===== src/rtl/parser_seg_gather.sv =====
// Gathers up to C_NUM_SEGS beats of an AXI-Stream packet into one wide segment bundle.
// Define PARSER_SEG_VLAN_EN to extract the beat-0 VLAN ID; otherwise vlan/vlan_valid tie to 0.
module parser_seg_gather #(
    parameter int unsigned C_AXIS_DATA_WIDTH  = 256,
    parameter int unsigned C_AXIS_TUSER_WIDTH = 128,
    parameter int unsigned C_NUM_SEGS         = 4,
    parameter int unsigned C_VLAN_OFFSET      = 116
) (
    input  logic                                      axis_clk,
    input  logic                                      aresetn,
    input  logic [C_AXIS_DATA_WIDTH-1:0]              s_axis_tdata,
    input  logic [C_AXIS_TUSER_WIDTH-1:0]             s_axis_tuser,
    input  logic [C_AXIS_DATA_WIDTH/8-1:0]            s_axis_tkeep,
    input  logic                                      s_axis_tvalid,
    input  logic                                      s_axis_tlast,
    output logic                                      s_axis_tready,
    input  logic                                      segs_fifo_ready,
    output logic [C_NUM_SEGS*C_AXIS_DATA_WIDTH-1:0]   tdata_segs,
    output logic [C_AXIS_TUSER_WIDTH-1:0]             tuser_1st,
    output logic [$clog2(C_NUM_SEGS+1)-1:0]           seg_cnt,
    output logic                                      segs_trunc,
    output logic                                      segs_valid,
    output logic [11:0]                               vlan,
    output logic                                      vlan_valid
);

    localparam int unsigned CntW = $clog2(C_NUM_SEGS + 1);
    localparam int unsigned W    = C_AXIS_DATA_WIDTH;
    localparam logic [CntW-1:0] NumSegs = CntW'(C_NUM_SEGS);

    typedef enum logic [1:0] {StIdle, StCollect, StOutput, StDrain} state_e;

    state_e                      state_q, state_d;
    logic [CntW-1:0]             cnt_q, cnt_d, cnt_inc;
    logic [C_NUM_SEGS*W-1:0]     segs_q, segs_d;
    logic [C_AXIS_TUSER_WIDTH-1:0] tuser_q, tuser_d;
    logic [CntW-1:0]             seg_cnt_q, seg_cnt_d;
    logic                        trunc_q, trunc_d;
    logic                        segs_valid_q, segs_valid_d;
    logic                        accept, gathering, closing;
    logic                        unused_tkeep;

    assign unused_tkeep  = ^s_axis_tkeep;
    assign s_axis_tready = aresetn && (state_q != StOutput);

    always_comb begin
        state_d      = state_q;
        cnt_d        = cnt_q;
        segs_d       = segs_q;
        tuser_d      = tuser_q;
        seg_cnt_d    = seg_cnt_q;
        trunc_d      = trunc_q;
        segs_valid_d = 1'b0;

        accept    = s_axis_tvalid && s_axis_tready;
        gathering = (state_q == StIdle) || (state_q == StCollect);
        cnt_inc   = (state_q == StIdle) ? CntW'(1) : cnt_q + CntW'(1);
        // A bundle closes on tlast or once every slice is filled.
        closing   = accept && gathering && (s_axis_tlast || (cnt_inc == NumSegs));

        unique case (state_q)
            StIdle, StCollect: begin
                if (accept) begin
                    if (state_q == StIdle) begin
                        segs_d        = '0;
                        segs_d[0 +: W] = s_axis_tdata;
                        tuser_d       = s_axis_tuser;
                    end else begin
                        for (int k = 0; k < int'(C_NUM_SEGS); k++) begin
                            if (cnt_q == CntW'(k)) begin
                                segs_d[k*W +: W] = s_axis_tdata;
                            end
                        end
                    end
                    cnt_d = cnt_inc;
                    if (closing) begin
                        seg_cnt_d = cnt_inc;
                        trunc_d   = !s_axis_tlast;
                        if (segs_fifo_ready) begin
                            segs_valid_d = 1'b1;
                            state_d      = s_axis_tlast ? StIdle : StDrain;
                        end else begin
                            state_d = StOutput;
                        end
                    end else begin
                        state_d = StCollect;
                    end
                end
            end
            StOutput: begin
                if (segs_fifo_ready) begin
                    segs_valid_d = 1'b1;
                    state_d      = trunc_q ? StDrain : StIdle;
                end
            end
            StDrain: begin
                if (accept && s_axis_tlast) begin
                    state_d = StIdle;
                end
            end
            default: state_d = StIdle;
        endcase
    end

    always_ff @(posedge axis_clk or negedge aresetn) begin
        if (!aresetn) begin
            state_q      <= StIdle;
            cnt_q        <= '0;
            segs_q       <= '0;
            tuser_q      <= '0;
            seg_cnt_q    <= '0;
            trunc_q      <= 1'b0;
            segs_valid_q <= 1'b0;
        end else begin
            state_q      <= state_d;
            cnt_q        <= cnt_d;
            segs_q       <= segs_d;
            tuser_q      <= tuser_d;
            seg_cnt_q    <= seg_cnt_d;
            trunc_q      <= trunc_d;
            segs_valid_q <= segs_valid_d;
        end
    end

    assign tdata_segs = segs_q;
    assign tuser_1st  = tuser_q;
    assign seg_cnt    = seg_cnt_q;
    assign segs_trunc = trunc_q;
    assign segs_valid = segs_valid_q;

`ifdef PARSER_SEG_VLAN_EN
    logic [11:0] vlan_q;
    logic        vlan_valid_q;

    always_ff @(posedge axis_clk or negedge aresetn) begin
        if (!aresetn) begin
            vlan_q       <= '0;
            vlan_valid_q <= 1'b0;
        end else begin
            vlan_valid_q <= accept && (state_q == StIdle);
            if (accept && (state_q == StIdle)) begin
                vlan_q <= s_axis_tdata[C_VLAN_OFFSET +: 12];
            end
        end
    end

    assign vlan       = vlan_q;
    assign vlan_valid = vlan_valid_q;
`else
    assign vlan       = '0;
    assign vlan_valid = 1'b0;
`endif

endmodule


===== config.mk =====
export PLATFORM = sky130hd
export DESIGN_NAME = parser_seg_gather
export DESIGN_NICKNAME = d
export VERILOG_FILES = /design/src/rtl/parser_seg_gather.sv
export SDC_FILE = /design/constraint.sdc
export NUM_CORES = 2
export LEC_CHECK = 0
export CAP_MARGIN = 10
export CORE_AREA = 3 3 613 615
export DETAILED_ROUTE_END_ITERATION = 8
export DIE_AREA = 0 0 616 618
export PLACE_DENSITY = 0.39
export SYNTH_ARGS = -nofsm -noshare
export SYNTH_HDL_FRONTEND = slang
export SYNTH_SLANG_ARGS = --single-unit

===== constraint.sdc =====
create_clock -name axis_clk -period 2.2 [get_ports axis_clk]
set_input_delay 0.66 -clock axis_clk [delete_from_list [all_inputs] [get_ports axis_clk]]
set_output_delay 0.66 -clock axis_clk [all_outputs]
set_load 0.005 [all_outputs]

==> results.txt <==
----------------------------------------------------
[Run status]
  Result of the run ... complete, but fails checks
  Failing checks ... negative setup slack

[STA]
  Worst Max-Slew Pin Slew ... 867 ps
  Final total negative setup slack ... -79.3 ps
  Max Slew Vio Count ... 0
  Final cycle utilization of the critical path ... 1.04
  Unrepaired setup endpoints after global routing ... true
  Headroom to the max-slew limit ... 0.422
  Fin crit period ... 2280 ps
  Clock skew after layout ... 70.9 ps
  Number of endpoints failing setup at the final stage ... 1
  Final-report hold violation count ... 0
  Setup WS post-layout ... -79.3 ps
  Fmax ... 0.439 GHz

[Yosys]
  Sequential area share after synthesis ... 0.641
  Ys Warns ... 0
  Number of standard cells after synthesis ... 2,794
  Count of flip-flops with a built-in enable after synthesis ... 0
  Top_reg_cell synth ... sky130_fd_sc_hd__dfrtp_1
  Post-Syn Area per Cell ... 16.2 um^2
  Count of different cell masters after synthesis ... 32
  Area of the mapped netlist ... 0.0454 mm^2
  Register bit count reported by yosys ... approximately 1,200
  Share of flip-flops with an asynchronous set or reset ... 1.00

[Cells and area]
  Post-layout net count ... 5,034
  Highest-count cells in the layout ignoring fill and taps ... 1,121 x sky130_fd_sc_hd__dfrtp_1, 915 x sky130_fd_sc_hd__mux2_2, 567 x sky130_fd_sc_hd__buf_2
  Count of filler cells inserted in the layout ... slightly above 40,000
  Final non-filler cell total ... 9,726
  Layout cells sized above 1 ... 0.474
  Commonest non-fill, non-tap cell in the layout ... sky130_fd_sc_hd__dfrtp_1
  Layout area overhead ... 57.6%

[Setup path]
  Critical path start-end classification ... flip-flop to primary output
  Element type at the critical path end ... primary output
  Internal reg-to-reg setup slack ... 20 ps
  Reg-to-reg endpoint ... tdata_segs[738]$_DFFE_PN0P_
  Worst Path Arrival ... 1620 ps
  Highest fanout seen on the critical path ... 3
  Reg-to-reg startpoint ... state_q[1]$_DFFE_PN0P_
  Crit path from ... state_q[1]$_DFFE_PN0P_
  Crit start category ... flip-flop
  Cells on worst reg2reg path ... 6
  Required time worst endpoint ... 1540 ps

[Routing]
  Wirelength, routed ... 260 mm
  Remaining number of nets flagged by the antenna check after routing ... 0
  Number of vias per cell ... approximately 3.3
  Iteration count of the initial detailed-routing pass ... 5
  Vias ... 31,700
  Routed wire per std cell ... 26.7 um
  Initial drt markers ... 1,426
  Detailed-route DRC error count ... 0

[Power]
  Pwr/cell area ... roughly 1500 mW/mm^2
  Worst IR Drop VDD ... 0.707 mV
  Static Leakage ... around 31 nW
  Overall power of the completed layout ... around 110 mW

[Clock network]
  CTS buffer count ... 155
  Worst-path clk slew ... about 60 ps
  Clk sinks ... roughly 1,200
  H-tree levels ... 4
  Worst-case clock buffer depth ... 4
  Clock root buffer ... sky130_fd_sc_hd__clkbuf_16
  Clock latency at the later pin of the worst-skew pair ... 850 ps
  Clock tree from TritonCTS ... built

[Flow run]
  Max-cap violations ... 0

[Floorplanning]
  Die X-Extent ... around 600 um
  Die Area ... between 0.3 and 0.4 mm^2
  Starting utilization of the core area ... 0.122
  Chip Height ... between 600 and 700 um
  Top-Level Pins ... 1,592
  Standard-cell rows ... 224
  Core box area ... 0.371 mm^2

[Placement]
  Placer Congestion ... 0.860
  HPWL after detailed placement ... 210 mm
  Port Buffer Count ... 1,546
  Post-placement setup slack ... -910 ps
  Cell count after placement ... a little over 9,000

[Global route]
  Number of antenna violations at the first check in global routing ... slightly above 70
  Total routing resource utilization after global routing ... 0.129
  Global route overflow ... 0
  Wire length of the first global-routing pass ... 335 mm
  Maximum number of pins on one net before global-route repair ... 132
  Via count of the first global-routing pass ... ~34,000

[Hold path]
  Hold Crit Class ... input pin to async pin

----------------------------------------------------
## kinds of logic (layout without fill, tap and decap cells)
kind of cell             count (synthesis)  in the layout  share of synthesized area
AO/OA/AOI/OAI                           14             14                    0.00287
adder cells (fa/ha/maj)                  5              5                    0.00138
buffers and inverters                  176           2088                     0.0299
flip-flops                            1162           1162                      0.641
multiplexers                          1156           1156                      0.287
other                                    1             49                  0.0000826
AND/OR/NAND/NOR                        280            280                     0.0381
## report_power, final
part	internal [mW]	leakage, nW	total [mW]	switching [mW]
sequential	31.5	14.5	37.7	6.22
clock	15.0	2.47	25.5	10.6
combinational	22.0	14.4	45.1	23.1
total	68.5	31.4	108	39.9
## layer usage
| layer | global-route usage | part of all wire |
|---|---|---|
| met5 | 0 | 0.00060 |
| met4 | 0.0274 | 0.021 |
| met3 | 0.0372 | 0.067 |
| met2 | 0.240 | 0.53 |
| met1 | 0.144 | 0.38 |
## Yosys cell counts, types with 2 or more instances
master / number / share of area
sky130_fd_sc_hd__and2_1: 258 / 0.036
sky130_fd_sc_hd__buf_2: 48 / 0.0053
sky130_fd_sc_hd__mux2_1: 240 / 0.060
sky130_fd_sc_hd__nand2_1: 5 / 0.00041
sky130_fd_sc_hd__inv_1: 6 / 0.00050
sky130_fd_sc_hd__dfrtp_1: 1162 / 0.64
sky130_fd_sc_hd__a21oi_1: 2 / 0.00022
sky130_fd_sc_hd__a21oi_4: 3 / 0.0011
sky130_fd_sc_hd__buf_6: 75 / 0.019
sky130_fd_sc_hd__nand2b_1: 4 / 0.00055
sky130_fd_sc_hd__o21ai_0: 2 / 0.00022
sky130_fd_sc_hd__clkbuf_1: 27 / 0.0022
sky130_fd_sc_hd__ha_1: 5 / 0.0014
sky130_fd_sc_hd__buf_4: 20 / 0.0033
sky130_fd_sc_hd__nor3_1: 2 / 0.00022
sky130_fd_sc_hd__mux2_2: 915 / 0.23
sky130_fd_sc_hd__nor2_1: 5 / 0.00041
## flip-flops by register name, summed over array words and instances, names as in the netlist
register / flops
seg_cnt: 3
segs_valid: 1
tdata_segs: 1024
segs_trunc: 1
state_q: 2
cnt_q: 3
tuser_1st: 128
## cell type report
type	count	area (um^2)	area share
Multi-Input combinational cell	1468	15000	0.210
Antenna cell	36	90.1	0.00126
Clock inverter	45	571	0.00798
Clock buffer	222	4490	0.0629
Tap cell	4972	6220	0.0870
Inverter	6	22.5	0.000315
Timing Repair Buffer	1815	16000	0.223
Sequential cell	1162	29100	0.407
## worst max-delay path by stage
stage / cells after the start / slack, ps / end
after floorplan: 5 / 310 / seg_cnt[0]$_DFFE_PN0P_
after global placement: 7 / -930 / tdata_segs[835]$_DFFE_PN0P_
after global routing: 4 / -200 / s_axis_tready
after CTS: 4 / -200 / s_axis_tready
after detailed placement: 7 / -910 / tdata_segs[820]$_DFFE_PN0P_
final: 4 / -80 / s_axis_tready
## worst max-delay path, cell delays in order (launching register included)
cell	delay (ps)
sky130_fd_sc_hd__dfrtp_1	400
sky130_fd_sc_hd__buf_6	130
sky130_fd_sc_hd__nand2b_4	50
sky130_fd_sc_hd__and2_4	130
sky130_fd_sc_hd__buf_6	100
## per-stage QoR
stage	hold slack [ps]	util	cell area (um^2)
floorplan	364	-	45400
global route	42.0	0.192	71400
detailed placement	474	0.183	68100
finish	81.4	0.193	71500
global placement	468	0.183	68100
CTS	36.3	0.191	70900
## repair_timing
action	CTS	global route
gates resized for setup	3792	30
cloned	0	8
hold endpoints to repair	16	0
setup buffers	50	23
endpoints found under the setup margin	1377	430
pin swaps	2	3
hold buffers	1	0
(Power assumes the default switching activity.)
